$ cat src/rtl/param_sync_fifo_if.sv
// Valid/ready handshake bundle for both sides of param_sync_fifo.
// The FIFO takes the slave view; the producer/consumer environment takes the master view.
interface param_sync_fifo_if #(
    parameter int DATA_W = 32
);
    logic              in_valid;
    logic [DATA_W-1:0] in_data;
    logic              in_ready;
    logic              out_valid;
    logic [DATA_W-1:0] out_data;
    logic              out_ready;

    modport master (
        output in_valid,
        output in_data,
        input  in_ready,
        input  out_valid,
        input  out_data,
        output out_ready
    );

    modport slave (
        input  in_valid,
        input  in_data,
        output in_ready,
        output out_valid,
        output out_data,
        input  out_ready
    );
endinterface

$ cat src/rtl/param_sync_fifo.sv
// Single-clock first-word-fall-through FIFO with occupancy count, almost-full/empty
// flags, synchronous flush and a peak-occupancy watermark.
module param_sync_fifo #(
    parameter  int DATA_W   = 32,
    parameter  int DEPTH    = 16,
    parameter  int AF_LEVEL = DEPTH - 2,
    parameter  int AE_LEVEL = 2,
    localparam int CNT_W    = $clog2(DEPTH) + 1
) (
    input  logic             clk,
    input  logic             rst_n,
    input  logic             flush_i,
    input  logic             peak_clr_i,
    param_sync_fifo_if.slave bus,
    output logic [CNT_W-1:0] count_o,
    output logic             full_o,
    output logic             empty_o,
    output logic             almost_full_o,
    output logic             almost_empty_o,
    output logic [CNT_W-1:0] peak_o
);
    localparam int               AW      = $clog2(DEPTH);
    localparam logic [CNT_W-1:0] DEPTH_C = CNT_W'(DEPTH);
    localparam logic [CNT_W-1:0] AF_C    = CNT_W'(AF_LEVEL);
    localparam logic [CNT_W-1:0] AE_C    = CNT_W'(AE_LEVEL);
    localparam logic [CNT_W-1:0] ONE_C   = CNT_W'(1);

    logic [DATA_W-1:0] mem_q [DEPTH];
    logic [CNT_W-1:0]  wr_ptr_q, wr_ptr_d;
    logic [CNT_W-1:0]  rd_ptr_q, rd_ptr_d;
    logic [CNT_W-1:0]  count_q, count_d;
    logic [CNT_W-1:0]  peak_q, peak_d;
    logic              push, pop;

    // Flags decode only registered state, so no input can glitch them.
    assign full_o         = (count_q == DEPTH_C);
    assign empty_o        = (count_q == '0);
    assign almost_full_o  = (count_q >= AF_C);
    assign almost_empty_o = (count_q <= AE_C);
    assign count_o        = count_q;
    assign peak_o         = peak_q;

    assign bus.in_ready   = !full_o;
    assign bus.out_valid  = !empty_o;
    assign bus.out_data   = mem_q[rd_ptr_q[AW-1:0]];

    assign push = bus.in_valid && !full_o;
    assign pop  = !empty_o && bus.out_ready;

    always_comb begin
        wr_ptr_d = wr_ptr_q;
        rd_ptr_d = rd_ptr_q;
        count_d  = count_q;
        peak_d   = peak_q;
        if (flush_i) begin
            wr_ptr_d = '0;
            rd_ptr_d = '0;
            count_d  = '0;
            peak_d   = '0;
        end else begin
            if (push) wr_ptr_d = wr_ptr_q + ONE_C;
            if (pop)  rd_ptr_d = rd_ptr_q + ONE_C;
            case ({push, pop})
                2'b10:   count_d = count_q + ONE_C;
                2'b01:   count_d = count_q - ONE_C;
                default: count_d = count_q;
            endcase
            if (peak_clr_i || (count_d > peak_q)) peak_d = count_d;
        end
    end

    always_ff @(posedge clk or negedge rst_n) begin
        if (!rst_n) begin
            wr_ptr_q <= '0;
            rd_ptr_q <= '0;
            count_q  <= '0;
            peak_q   <= '0;
        end else begin
            wr_ptr_q <= wr_ptr_d;
            rd_ptr_q <= rd_ptr_d;
            count_q  <= count_d;
            peak_q   <= peak_d;
        end
    end

    // Storage is deliberately left untouched by reset and flush; only pointers matter.
    always_ff @(posedge clk) begin
        if (push && !flush_i) mem_q[wr_ptr_q[AW-1:0]] <= bus.in_data;
    end
endmodule

$ cat src/flat_wrapper.sv
// flat-port wrapper written by rule: the top's interface ports become plain ports
module param_sync_fifo_flat 
#(
    parameter  int DATA_W   = 32,
    parameter  int DEPTH    = 16,
    parameter  int AF_LEVEL = DEPTH - 2,
    parameter  int AE_LEVEL = 2,
    localparam int CNT_W    = $clog2(DEPTH) + 1
)
  (clk, rst_n, flush_i, peak_clr_i, count_o, full_o, empty_o, almost_full_o, almost_empty_o, peak_o, bus_in_valid, bus_in_data, bus_in_ready, bus_out_valid, bus_out_data, bus_out_ready);
  param_sync_fifo_if #(.DATA_W(DATA_W)) bus_i ();
  input  logic clk;
  input  logic rst_n;
  input  logic flush_i;
  input  logic peak_clr_i;
  output logic [CNT_W-1:0] count_o;
  output logic full_o;
  output logic empty_o;
  output logic almost_full_o;
  output logic almost_empty_o;
  output logic [CNT_W-1:0] peak_o;
  input wire logic [$bits(bus_i.in_valid)-1:0] bus_in_valid;
  input wire logic [$bits(bus_i.in_data)-1:0] bus_in_data;
  output wire logic [$bits(bus_i.in_ready)-1:0] bus_in_ready;
  output wire logic [$bits(bus_i.out_valid)-1:0] bus_out_valid;
  output wire logic [$bits(bus_i.out_data)-1:0] bus_out_data;
  input wire logic [$bits(bus_i.out_ready)-1:0] bus_out_ready;
  assign bus_i.in_valid = bus_in_valid;
  assign bus_i.in_data = bus_in_data;
  assign bus_in_ready = bus_i.in_ready;
  assign bus_out_valid = bus_i.out_valid;
  assign bus_out_data = bus_i.out_data;
  assign bus_i.out_ready = bus_out_ready;
  param_sync_fifo #(.DATA_W(DATA_W), .DEPTH(DEPTH), .AF_LEVEL(AF_LEVEL), .AE_LEVEL(AE_LEVEL)) u_core (.clk(clk), .rst_n(rst_n), .flush_i(flush_i), .peak_clr_i(peak_clr_i), .bus(bus_i), .count_o(count_o), .full_o(full_o), .empty_o(empty_o), .almost_full_o(almost_full_o), .almost_empty_o(almost_empty_o), .peak_o(peak_o));
endmodule
$ cat config.mk
export PLATFORM = sky130hd
export DESIGN_NAME = param_sync_fifo_flat
export DESIGN_NICKNAME = d
export VERILOG_FILES = /design/src/rtl/param_sync_fifo_if.sv /design/src/rtl/param_sync_fifo.sv /design/src/flat_wrapper.sv
export SDC_FILE = /design/constraint.sdc
export NUM_CORES = 1
export LEC_CHECK = 0
export ABC_AREA = 0
export BUFFER_PORTS_ARGS = -buffer_cell sky130_fd_sc_hd__clkbuf_2
export CORE_AREA = 4 4 367 188
export DETAILED_ROUTE_END_ITERATION = 7
export DIE_AREA = 0 0 371 192
export PLACE_DENSITY = 0.45
export SLEW_MARGIN = 20
export SYNTH_ARGS = -nofsm -noshare
export SYNTH_HDL_FRONTEND = slang
export SYNTH_SLANG_ARGS = --single-unit
export TNS_END_PERCENT = 30
$ cat constraint.sdc
create_clock -name clk -period 12.4 [get_ports clk]
set_input_delay 1.86 -clock clk [delete_from_list [all_inputs] [get_ports clk]]
set_output_delay 1.86 -clock clk [all_outputs]
set_load 0.03 [all_outputs]
==> flow_summary_export.csv, run 1 <==
group,metric,value,unit
status,status,"finished clean",
setup_path,reg2regPathDepth,16,
setup_path,endpoint_kind,"primary output",
power_and_ir_drop,pwr-share-clk,32.7,%
cells_and_area,drive_above_1_share,25.22,%
yosys,async_flop_share,3.396,%
sta,fin_crit,6040,ps
yosys,synth_top_area_share,73.39,%
floorplan,start_util,31.71,%
routing,first_iter_violations,1019,
cts,root_buffer,"clkbuf_16",
setup_path,r2r_slack,7950,ps
yosys,ys_seq_area_share,75.54,%
routing,wl,51.97,mm
cells_and_area,fin_area,0.02398,mm2
placement,place_area,0.02247,mm2
cells_and_area,fin_nets,1258,
sta,tns,0,ps
sta,fin_worst_skew,14.45,ps
cells_and_area,fillers,6195,
setup_path,startpoint_type,"flop",
sta,hold_slack,540.3,ps
global_routing,antenna_found_initial,0,
placement,gp_congestion,0.7496,
sta,max-slew-margin-rel,22.91,%
cells_and_area,diodes,0,
global_routing,overflow,0,
routing,vias,10541,
yosys,yosys-top-cells-count,"edfxtp_1, mux2i_1, o21ai_0",
yosys,synth_area,0.02095,mm2
floorplan,die_area,0.07123,mm2
yosys,synthMuxAreaShare,13.68,%
sta,fmax,165.6,MHz
power_and_ir_drop,peakVddDrop,0.1539,mV
cts,ctsResizeCount,0,
yosys,yosys.area_share.simple,2.037,%
sta,rsz0062_at_grt,"false",
yosys,ys.flop_type,"edfxtp_1",
setup_path,path_max_fanout,45,
cells_and_area,area_delta_synth_final,14.47,%
routing,dr.pass1.iters,5,
yosys,synth_top_family_by_area,"multiplexers",
yosys,synth.distinct_cells,43,
cts,insertion_delay,580,ps
power_and_ir_drop,p_leak,7.593,nW
hold_path,hp-class,"flop to flop",
hold_path,hold_start,"u_core.peak_o[4]",
floorplan,die_y,192,um
cts,cts_tree,"done",
yosys,synth.most_common_cell,"edfxtp_1",
setup_path,reg2reg_from,"u_core.count_o[1]",
sta,slew_violations,0,
sta,hold_viol,0,
setup_path,critPathRequiredTime,10540,ps
yosys,synthAdderAreaFrac,0.9317,%
global_routing,grt_max_degree,132,
placement,post-dp-hpwl,27.53,mm
power_and_ir_drop,swShare,28.44,%
cts,htreeDepth,2,
yosys,avgSynthCellArea,19.03,um2
global_routing,gr-usage-all-layers,14.65,%
setup_path,cp.arrival,4180,ps
power_and_ir_drop,power_frac_comb,21.9,%
routing,viasPerCell,4.930,
floorplan,die_width,371,um
yosys,syn-instance-count,1101,
yosys,synth_seq_cells,530,
power_and_ir_drop,power_density,187.6,mW/mm2
power_and_ir_drop,p_int,0.003220,W
cts,clkTransAtPathRegs,70,ps
sta,worst_pin_slew,1156,ps
job,cap_violations,0,
global_routing,grt_pass1_vias,10823,
yosys,synth-xor-area-share,0.3763,%
setup_path,crit_type,"flop to primary output",
yosys,synth_warnings,0,
power_and_ir_drop,switchingPower,0.001280,W
yosys,synth_top_cell_by_area,"edfxtp_1",
cts,cts_buffers,49,
cts,ctsHoldBuffers,0,
hold_path,min_path_cells,1,
yosys,synth_area_leaders,"edfxtp_1, mux4_2, mux2i_1",
routing,drcViolationCount,0,
floorplan,io_pins,86,
placement,io_buffers,85,
floorplan,num_rows,67,
setup_path,r2r-end,"u_core.peak_o[2]",
routing,wire_per_inst,24.31,um
cts,clkSinkCount,530,
sta,setup_viol,0,
cts,cts_setup_buffers,0,
sta,fin_crit_sh,48.71,%
yosys,synth_edf_count,512,
cts,cts.path.max_buffers,3,
power_and_ir_drop,p_seq_share,45.5,%
floorplan,core,0.06606,mm2
global_routing,grt_pass1_wl,76.66,mm
yosys,synth-compound-area-share,5.405,%
hold_path,min_to,"u_core.peak_o[4]",
yosys,synth_fp_nets,1154,
routing,ant_nets,0,
## worst max-delay path by stage
stage / startpoint / end / slack, ps / cells past startpoint
3_5_place_dp: bus_out_ready / u_core.peak_o[1] / 6770 / 15
5_1_grt: u_core.rd_ptr_q[1] / bus_out_data[18] / 6110 / 7
2_1_floorplan: bus_in_valid / u_core.mem_q[1][0] / 7320 / 5
4_1_cts: u_core.rd_ptr_q[1] / bus_out_data[18] / 6330 / 7
6_report: u_core.rd_ptr_q[1] / bus_out_data[18] / 6360 / 7
3_3_place_gp: bus_out_ready / u_core.peak_o[3] / 6830 / 15
## metal layers
metal	routed length [um]	global-route usage [%]	vias up
met5	0	0	-
met4	751	2.647	0
met3	2575	2.719	62
met2	20910	20.20	230
met1	27730	23.82	5587
li1	-	-	4662
## kinds of logic after synthesis
kind of cell | Yosys count
muxes | 201
AOI/OAI and AO/OA | 174
xor gates and xnor gates | 9
DFF | 530
buffers and inverters | 73
adders and majority gates | 15
and+or+nand+nor | 99
## power groups by stage
stage	Clock [W]	Sequential [W]	Combinational, W
2_1_floorplan	0	0.00208	0.000766
3_3_place_gp	0	0.00208	0.00100
3_5_place_dp	0	0.00208	0.000997
4_1_cts	0.00152	0.00204	0.00100
5_1_grt	0.00160	0.00205	0.00107
6_report	0.00147	0.00204	0.000984
## critical path, stage by stage (launching register included)
cell and delay, ps:
dfrtp_4 660, buf_4 470, nor2b_4 900, buf_4 620, a221oi_1 210, o21ai_0 210, nand2_1 170, clkbuf_2 230
## cell type report
type                            instances  area [um2]  area share [%]
Inverter                               15       56.30          0.2348
Sequential cell                       530       15840           66.03
Clock inverter                         23       183.9          0.7669
Timing Repair Buffer                  111       633.1           2.640
Tap cell                              897        1122           4.680
Clock buffer                           64        1325           5.525
Multi-Input combinational cell        498        4826           20.12
## state kept, by name, indices dropped and copies added (netlist names)
signal / count
u_core.count_o: 5
u_core.mem_q: 512
u_core.peak_o: 5
u_core.rd_ptr_q: 4
u_core.wr_ptr_q: 4
## placed cells by master (no fill, tap or decap), types with 3 or more instances in the layout
cell type,netlist,routed
inv_1,14,14
clkbuf_16,0,51
xor2_1,6,6
mux4_2,64,64
clkbuf_1,18,13
dfrtp_1,18,14
o21ai_0,66,66
nand2_1,44,43
clkbuf_2,0,85
buf_4,5,25
nand2_2,4,5
xnor2_1,3,3
nor2_1,30,18
a21oi_1,36,36
a221oi_1,26,26
ha_1,14,14
nand3_1,3,3
clkinv_2,0,5
clkinv_1,0,12
nor3_2,0,3
mux2_2,38,38
nor2_4,0,12
bufinv_16,0,3
edfxtp_1,512,512
a221oi_2,6,6
nand2b_1,3,3
mux2i_1,98,98
a22oi_1,32,32
## stage by stage
stage	utilization, %	total power [W]	setup slack [ps]	std cells
2_1_floorplan	-	0.002848	7317	1101
3_3_place_gp	34.02	0.003085	6834	2051
3_5_place_dp	34.02	0.003081	6769	2051
4_1_cts	36.30	0.004564	6330	2138
5_1_grt	36.30	0.004716	6115	2138
6_report	36.30	0.004499	6360	2138
Power figures use the tool's default switching activity.
==> run 2, diff against run 1 <==
PLACE_DENSITY = 0.46   (was 0.45)
clock period = 4.9 ns   (was 12.4 ns; I/O delays follow)
==> flow_summary_export.csv, run 2 (same netlist as run 1, synthesis figures left out) <==
group,metric,value,unit
setup_path,path_max_fanout,7,
cts,cts_setup_buffers,0,
power_and_ir_drop,swShare,28.46,%
cts,insertion_delay,590,ps
power_and_ir_drop,peakVddDrop,0.2346,mV
sta,fin_ws,636.0,ps
sta,rsz0062_at_grt,"false",
sta,setup_viol,0,
setup_path,path_delay_family,"simple AND/OR/NAND/NOR gates",
setup_path,critPathRequiredTime,5360,ps
hold_path,hp-class,"input port to async pin",
global_routing,use_met1,22.41,%
sta,fin_worst_skew,23.56,ps
floorplan,die_width,371,um
setup_path,cp_num_buf_inv,2,
power_and_ir_drop,p_seq_share,45.9,%
floorplan,num_rows,67,
placement,gp_congestion,0.7160,
sta,fin_crit,4264,ps
cells_and_area,largest_register_ffs,512,
routing,viasPerCell,4.879,
power_and_ir_drop,p_leak,7.690,nW
cells_and_area,multi_input_area,0.004817,mm2
status,status,"finished clean",
floorplan,die_y,192,um
setup_path,crit_type,"flop to flop",
cts,clkTransAtPathRegs,60,ps
setup_path,cp_slowest_cell,"or4_1",
cells_and_area,seq_area,0.01584,mm2
routing,wl,51.86,mm
global_routing,met2_usage,21.92,%
global_routing,overflow,0,
power_and_ir_drop,p_int,0.008185,W
routing,wire_per_inst,24.07,um
floorplan,io_pins,86,
job,cap_violations,0,
cts,ctsHoldBuffers,0,
power_and_ir_drop,switchingPower,0.003255,W
global_routing,busiest_layer,"met1",
power_and_ir_drop,power_density,473.7,mW/mm2
cells_and_area,fin_nets,1271,
cells_and_area,fillers,6179,
cts,clkSinkCount,530,
cells_and_area,area_delta_synth_final,15.29,%
power_and_ir_drop,power,0.01144,W
global_routing,grtUsageMet3,2.491,%
routing,vias,10514,
floorplan,die_area,0.07123,mm2
cells_and_area,final_core_util,36.56,%
cts,ctsResizeCount,0,
power_and_ir_drop,pwr-share-clk,32.7,%
setup_path,cp.arrival,4720,ps
setup_path,startpoint_type,"flop",
floorplan,core,0.06606,mm2
cts,root_buffer,"clkbuf_16",
sta,fin_crit_sh,87.02,%
cts,cts.path.max_buffers,3,
global_routing,antenna_found_initial,0,
placement,pre_cts_slack,551.6,ps
global_routing,grt_max_degree,43,
routing,ant_nets,0,
cells_and_area,drive_above_1_share,26.09,%
sta,worst_pin_slew,915.7,ps
sta,fmax,234.5,MHz
setup_path,endpoint_kind,"flop",
sta,slew_violations,0,
cells_and_area,layout_commonest_cell,"edfxtp_1",
routing,first_iter_violations,899,
placement,io_buffers,85,
floorplan,start_util,31.71,%
cells_and_area,final_cell_mix,"edfxtp_1, mux2i_1, clkbuf_2",
power_and_ir_drop,power_frac_comb,21.4,%
setup_path,slowest_delay,550,ps
placement,post-dp-hpwl,28.53,mm
sta,max-slew-margin-rel,38.81,%
routing,dr.pass1.iters,5,
cts,cts_tree,"done",
cts,cts_buffers,49,
global_routing,grt_pass1_wl,75.75,mm
sta,hold_slack,120.6,ps
setup_path,path_cells,"or4_1 > o21a_1 > inv_2 > ha_1 > inv_1 > fa_1 > nand2b_1 > a21oi_1 > mux2_2 > xnor2_1 > ha_1 > nand4_1 > o21ai_0 > o22ai_1 > nand2_1 > mux2_2",
sta,tns,0,ps
cts,htreeDepth,2,
sta,hold_viol,0,
global_routing,gr-usage-all-layers,14.61,%
routing,drcViolationCount,0,
global_routing,grt_pass1_vias,10572,
-- run 2: cell types whose count changed in the layout (fill, tap and decap cells not counted), moves of 4 or more --
cell | previous run | this run
clkinv_1 | 12 | 16
clkbuf_1 | 13 | 9
buf_12 | 1 | 5
buf_4 | 25 | 34
-- run 2: final timing paths --
| check | depth (start not counted) | start | endpoint | slack [ps] |
|---|---|---|---|---|
| worst max register to register | 16 | u_core.count_o[1] | u_core.peak_o[0] | 640 |
| worst min register to register | 1 | u_core.peak_o[2] | u_core.peak_o[2] | 540 |
| worst min-delay path | 1 | rst_n | u_core.count_o[1] | 120 |
| max in group asynchronous | 1 | rst_n | u_core.rd_ptr_q[1] | 4390 |
| worst max-delay path | 16 | u_core.count_o[1] | u_core.peak_o[0] | 640 |
| min in group clk | 1 | u_core.peak_o[2] | u_core.peak_o[2] | 540 |
-- run 2: power by group through the flow --
stage          sequential (W)  clock, W  combinational, W
3_3_place_gp          0.00535         0           0.00249
4_1_cts               0.00525   0.00386           0.00249
6_report              0.00525   0.00375           0.00245
2_1_floorplan         0.00527         0           0.00194
3_5_place_dp          0.00535         0           0.00249
5_1_grt               0.00526   0.00407           0.00266
-- run 2: stage by stage --
stage,cells,area (um2)
floorplan,1101,20950
global placement,2064,22610
detailed placement,2064,22610
CTS,2154,24150
global route,2154,24150
finish,2155,24150
-- run 2: layout make-up --
class	instances	area share, %
diodes	1	0.01036
clock buffers	58	5.217
clock inverters	32	1.155
inverters	15	0.2331
multi-input cells	498	19.94
flip-flops and latches	530	65.56
well taps	897	4.647
repair buffers	124	3.232
-- run 2: worst register-to-register path: cells and delay by family, from the launching register on --
| family | cells | cell delay [ps] |
|---|---|---|
| AND/OR/NAND/NOR | 4 | 1000 |
| adder cells (fa/ha/maj) | 3 | 960 |
| multiplexers | 2 | 750 |
| AO/OA/AOI/OAI | 4 | 650 |
| flip-flops | 1 | 450 |
| buffers and inverters | 2 | 190 |
| XOR/XNOR | 1 | 140 |
-- run 2: metal layers --
layer | share of wire, % | routed length (um)
met1 | 51 | 26370
met2 | 44 | 22900
met3 | 3.7 | 1897
met4 | 1.3 | 692
met5 | 0 | 0
